`src/rtl/pulse_strobe_gen_if.sv`:
```
// pulse_strobe_gen_if: request/status bundle between a sequencer and pulse_strobe_gen.
//   trig_in    : one-cycle start request
//   len_in     : strobe width for the request (0 selects the default width)
//   strobe_out : generated strobe
//   busy_out   : generator is running a request
//   done_out   : one-cycle pulse when the generator returns to idle
//   drop_out   : one-cycle pulse when a request was rejected
// master = sequencer side, slave = generator side.
interface pulse_strobe_gen_if #(
   parameter int CNT_W = 8
);
   logic             trig_in;
   logic [CNT_W-1:0] len_in;
   logic             strobe_out;
   logic             busy_out;
   logic             done_out;
   logic             drop_out;

   modport master (
      output trig_in, len_in,
      input  strobe_out, busy_out, done_out, drop_out
   );

   modport slave (
      input  trig_in, len_in,
      output strobe_out, busy_out, done_out, drop_out
   );
endinterface

```
`src/rtl/pulse_strobe_gen.sv`:
```
// pulse_strobe_gen: converts a one-cycle trigger into a timed level strobe
// (setup gap, L-cycle strobe, hold gap) with busy/done/drop handshake flags.
// Ports:
//   clk_in : system clock, rising edge
//   rst_in : asynchronous reset, active-high
//   bus    : pulse_strobe_gen_if.slave (trig_in, len_in in; strobe/busy/done/drop out)
// All outputs are registers; nothing combinational reaches the interface outputs.
module pulse_strobe_gen #(
   parameter int SETUP_CYC = 1,
   parameter int PULSE_CYC = 4,
   parameter int HOLD_CYC  = 1,
   parameter int CNT_W     = 8
) (
   input  logic              clk_in,
   input  logic              rst_in,
   pulse_strobe_gen_if.slave bus
);

   localparam logic [CNT_W-1:0] SETUP_N = CNT_W'(SETUP_CYC);
   localparam logic [CNT_W-1:0] PULSE_N = CNT_W'(PULSE_CYC);
   localparam logic [CNT_W-1:0] HOLD_N  = CNT_W'(HOLD_CYC);
   localparam logic [CNT_W-1:0] ONE     = CNT_W'(1);

   typedef enum logic [1:0] {IDLE, SETUP, ACTIVE, HOLD} state_t;

   state_t           state;
   logic [CNT_W-1:0] cnt;     // cycles remaining in the current state, counts down to 1
   logic [CNT_W-1:0] len_q;   // strobe width latched at accept
   logic [CNT_W-1:0] len_sel;

   always_comb begin
      len_sel = (bus.len_in == '0) ? PULSE_N : bus.len_in;
   end

   always_ff @(posedge clk_in or posedge rst_in) begin
      if (rst_in) begin
         state          <= IDLE;
         cnt            <= '0;
         len_q          <= '0;
         bus.strobe_out <= 1'b0;
         bus.busy_out   <= 1'b0;
         bus.done_out   <= 1'b0;
         bus.drop_out   <= 1'b0;
      end else begin
         bus.done_out <= 1'b0;
         // busy_out is low only in IDLE, so this also covers the done edge
         bus.drop_out <= bus.trig_in & bus.busy_out;
         case (state)
            IDLE: begin
               if (bus.trig_in) begin
                  len_q        <= len_sel;
                  bus.busy_out <= 1'b1;
                  if (SETUP_CYC > 0) begin
                     state <= SETUP;
                     cnt   <= SETUP_N;
                  end else begin
                     state          <= ACTIVE;
                     cnt            <= len_sel;
                     bus.strobe_out <= 1'b1;
                  end
               end
            end
            SETUP: begin
               if (cnt == ONE) begin
                  state          <= ACTIVE;
                  cnt            <= len_q;
                  bus.strobe_out <= 1'b1;
               end else begin
                  cnt <= cnt - ONE;
               end
            end
            ACTIVE: begin
               // counting down to 1 (not 0) lets L = 2**CNT_W-1 fit without wrap
               if (cnt == ONE) begin
                  bus.strobe_out <= 1'b0;
                  if (HOLD_CYC > 0) begin
                     state <= HOLD;
                     cnt   <= HOLD_N;
                  end else begin
                     state        <= IDLE;
                     cnt          <= '0;
                     bus.busy_out <= 1'b0;
                     bus.done_out <= 1'b1;
                  end
               end else begin
                  cnt <= cnt - ONE;
               end
            end
            HOLD: begin
               if (cnt == ONE) begin
                  state        <= IDLE;
                  cnt          <= '0;
                  bus.busy_out <= 1'b0;
                  bus.done_out <= 1'b1;
               end else begin
                  cnt <= cnt - ONE;
               end
            end
            default: begin
               state <= IDLE;
               cnt   <= '0;
            end
         endcase
      end
   end

endmodule

```
`src/flat_wrapper.sv`:
```
// flat-port wrapper written by rule: the top's interface ports become plain ports
module pulse_strobe_gen_flat 
#(
   parameter int SETUP_CYC = 1,
   parameter int PULSE_CYC = 4,
   parameter int HOLD_CYC  = 1,
   parameter int CNT_W     = 8
)
  (clk_in, rst_in, bus_trig_in, bus_len_in, bus_strobe_out, bus_busy_out, bus_done_out, bus_drop_out);
  pulse_strobe_gen_if #(.CNT_W(CNT_W)) bus_i ();
  input  logic clk_in;
  input  logic rst_in;
  input wire logic [$bits(bus_i.trig_in)-1:0] bus_trig_in;
  input wire logic [$bits(bus_i.len_in)-1:0] bus_len_in;
  output wire logic [$bits(bus_i.strobe_out)-1:0] bus_strobe_out;
  output wire logic [$bits(bus_i.busy_out)-1:0] bus_busy_out;
  output wire logic [$bits(bus_i.done_out)-1:0] bus_done_out;
  output wire logic [$bits(bus_i.drop_out)-1:0] bus_drop_out;
  assign bus_i.trig_in = bus_trig_in;
  assign bus_i.len_in = bus_len_in;
  assign bus_strobe_out = bus_i.strobe_out;
  assign bus_busy_out = bus_i.busy_out;
  assign bus_done_out = bus_i.done_out;
  assign bus_drop_out = bus_i.drop_out;
  pulse_strobe_gen #(.SETUP_CYC(SETUP_CYC), .PULSE_CYC(PULSE_CYC), .HOLD_CYC(HOLD_CYC), .CNT_W(CNT_W)) u_core (.clk_in(clk_in), .rst_in(rst_in), .bus(bus_i));
endmodule
```
`config.mk`:
```
export PLATFORM = sky130hd
export DESIGN_NAME = pulse_strobe_gen_flat
export DESIGN_NICKNAME = d
export VERILOG_FILES = /design/src/rtl/pulse_strobe_gen_if.sv /design/src/rtl/pulse_strobe_gen.sv /design/src/flat_wrapper.sv
export SDC_FILE = /design/constraint.sdc
export NUM_CORES = 1
export LEC_CHECK = 0
export BUFFER_PORTS_ARGS = -buffer_cell sky130_fd_sc_hd__buf_2
export CORE_MARGIN = 10
export CORE_UTILIZATION = 43
export CTS_BUF_LIST = sky130_fd_sc_hd__clkbuf_4
export DETAILED_ROUTE_END_ITERATION = 8
export GPL_ROUTABILITY_DRIVEN = 0
export PLACE_DENSITY = 0.64
export REMOVE_ABC_BUFFERS = 1
export SYNTH_ARGS = -nofsm -noshare
export SYNTH_HDL_FRONTEND = slang
export SYNTH_SLANG_ARGS = --single-unit
```
`constraint.sdc`:
```
create_clock -name clk_in -period 4 [get_ports clk_in]
set_input_delay 0.2 -clock clk_in [delete_from_list [all_inputs] [get_ports clk_in]]
set_output_delay 0.2 -clock clk_in [all_outputs]
set_load 0.01 [all_outputs]
```
==> run summary <==
Status = finished, final reports clean
Post CTS Setup Buffer Count = 0
P&R area growth vs syn = 13.0%
Cells after DPL = 157
Post-cts sizing count = 0
Max stage delay on crit path = 0.44 ns
Post-route DRC = 0
Slew Viols, Final = 0
Largest net degree at the start of global routing = 23
Residual overflow from global routing = 0
Crit path from = u_core.cnt[1]
Synth Cell Area = 0.00121 mm^2
Vias = 907
Post-Synthesis Cells = 113
Cell variety after synth = 37
First-pass DRT Iterations = 4
Clock power share = 0.426
Clk buf depth = 2
Layout cell share with drive strength beyond 1 = 0.262
CP Launch Type = register
Post-synth EDFFs = 0
Final hold slack = 0.0300 ns
Worst Hold Class = in2async
Slew HR = 0.437
Psw = 0.0791 mW
Final hold violations = 0
Cell-internal power = 0.328 mW
Hpwl dp = 1900 um
CP top delay family = simple AND/OR/NAND/NOR gates
Leak = 0.638 nW
Wire length of the first global-routing pass = 4420 um
Max cap viols = 0
Total Nets Final = 149
RSZ-0062 raised after global routing = false
Tmin final = 2.00 ns
Total power = 0.407 mW
Worst Path Max Fanout = 8
Post-synth top area share = 0.455
Net Sw Frac = 0.194
Buf/Inv on CP = 1
H-tree depth = 1
Die height = 73.0 um
Sequential share of the synthesized area = 0.455
Fillers = 249
Layout Cells excl Fill = 161
CTS tree = done
Vias in the first global route = 953
Clock latency on the worst-skew pair = 0.31 ns
TNS Setup = 0 ns
Crit path cell chain = inv_1, ha_1, nor4b_4, nand2_1, a21oi_1, mux2_2
Pre-CTS WS = 2.04 ns
Synth area leaders = dfrtp_1 46%, mux2_2 7.4%, ha_1 7.2%
Most common cell in the netlist = dfrtp_1
Antenna diodes = 0
Vias per cell = 5.63
Final setup violation count = 0
Crit path capture type = register
Slew @ Worst Pin = 0.843 ns
Detail Route Antenna Nets = 0
Core area = 0.00273 mm^2
Max Fclk = 0.501 GHz
CTS root buffer = clkbuf_4
Io pins = 15
Comb pwr share = 0.028
Crit Path Class = reg2reg
CTS clock-pin slew for the worst setup and hold paths = 0.13 ns
CP Data Required Time = 4.21 ns
Worst vdd ir = 0.000189 V
Final instance area = 0.00137 mm^2
Total Routed Length = 2450 um
Final period util = 0.499
Die X = 73.0 um
Fraction of registers with async set or reset after synthesis = 1.00
Num CTS Buffers = 3
Post-DP Area = 0.00132 mm^2
Sequential power share = 0.547
Post-synth top flop = dfrtp_1
Hold-fix buffers, CTS = 0
Cell taking the most area after synthesis = dfrtp_1
Antenna violations before repair = 0
Initial Util = 0.443
Total GRT Usage = 0.102
Initial DRC count = 70
Site Rows = 19
Reg2reg start = u_core.cnt[1]
Post-layout util = 0.500
Syn. warnings = 0
PD cells = 298 mW/mm^2
Setup ws final = 2.00 ns
Critical Path AT = 2.21 ns
Full die area = 0.00534 mm^2
DR WL/cell = 15.2 um
Clock sink count = 22
IO buf count = 14
Yosys reg bits = 22
Slowest stage cell, crit path = dfrtp_1
Syn avg cell area = 10.7 um^2
Commonest cells post-synth = 22 x dfrtp_1, 9 x a21oi_1, 9 x inv_1
Layout Skew = 0.00319 ns
per-layer routing:
| metal | wire [um] | vias up | global-route usage | part of all wire |
|---|---|---|---|---|
| met1 | 1150 | 443 | 0.134 | 0.47 |
| li1 | - | 449 | - | - |
| met5 | 0 | - | 0 | 0 |
| met2 | 1200 | 13 | 0.157 | 0.49 |
| met4 | 8 | 0 | 0.0316 | 0.0033 |
| met3 | 88 | 2 | 0.0286 | 0.036 |
state kept, by name, summed over array words and instances (netlist names):
register               cells
u_core.len_q               8
u_core.bus.strobe_out      1
u_core.state               2
u_core.cnt                 8
u_core.bus.busy_out        1
u_core.bus.done_out        1
u_core.bus.drop_out        1
worst paths after layout:
path                                  endpoint  slack (ns)  depth (start not counted)
hold reg to reg                u_core.len_q[2]        0.51                          2
setup reg to reg               u_core.state[1]        2.00                          6
setup / recovery               u_core.state[1]        2.00                          6
min in group clk_in            u_core.len_q[7]        0.13                          2
max in group asynchronous  u_core.bus.done_out        3.45                          2
hold / removal                 u_core.state[1]        0.03                          2
power by group through the flow:
stage               combinational [mW]  sequential (mW)  clock [mW]
floorplan                      0.00418            0.227           0
global placement                0.0113            0.227           0
detailed placement              0.0117            0.227           0
CTS                             0.0117            0.222       0.179
global route                    0.0131            0.223       0.190
finish                          0.0112            0.222       0.173
layout by cell type, fill, tap and decap left out, types with 2 or more instances in the layout:
cell      count
a21oi_1       9
a221o_1       3
buf_2        14
clkbuf_4      3
dfrtp_1      22
ha_1          7
inv_1         9
mux2_2        8
mux2i_1       3
nand2_1       8
nand3_1       2
nor2_1        8
nor3_1        3
nor4_1        2
o21ai_0       4
or3_1         2
final cells by class:
| cell class | instances | area, um^2 | area share |
|---|---|---|---|
| well taps | 31 | 38.8 | 0.0284 |
| repair buffers | 14 | 70.1 | 0.0512 |
| flip-flops and latches | 22 | 551 | 0.403 |
| clock buffers | 3 | 22.5 | 0.0165 |
| multi-input cells | 81 | 622 | 0.455 |
| clock inverters | 1 | 30.0 | 0.0220 |
| inverters | 9 | 33.8 | 0.0247 |
worst register-to-register path, cell delays in order, from the launching register on:
cell	delay (ns)
dfrtp_1	0.44
inv_1	0.09
ha_1	0.20
nor4b_4	0.27
nand2_1	0.24
a21oi_1	0.30
mux2_2	0.37
kinds of logic (layout without fill, tap and decap cells):
logic type,Yosys count,count (layout),share of synthesized area
buf+inv,10,27,0.0310
simple gates,37,37,0.182
mux,11,11,0.0993
xor+xnor,1,1,0.00724
compound gates,25,25,0.153
fa+ha+maj,7,7,0.0724
flops,22,22,0.455
Power figures use the tool's default switching activity.
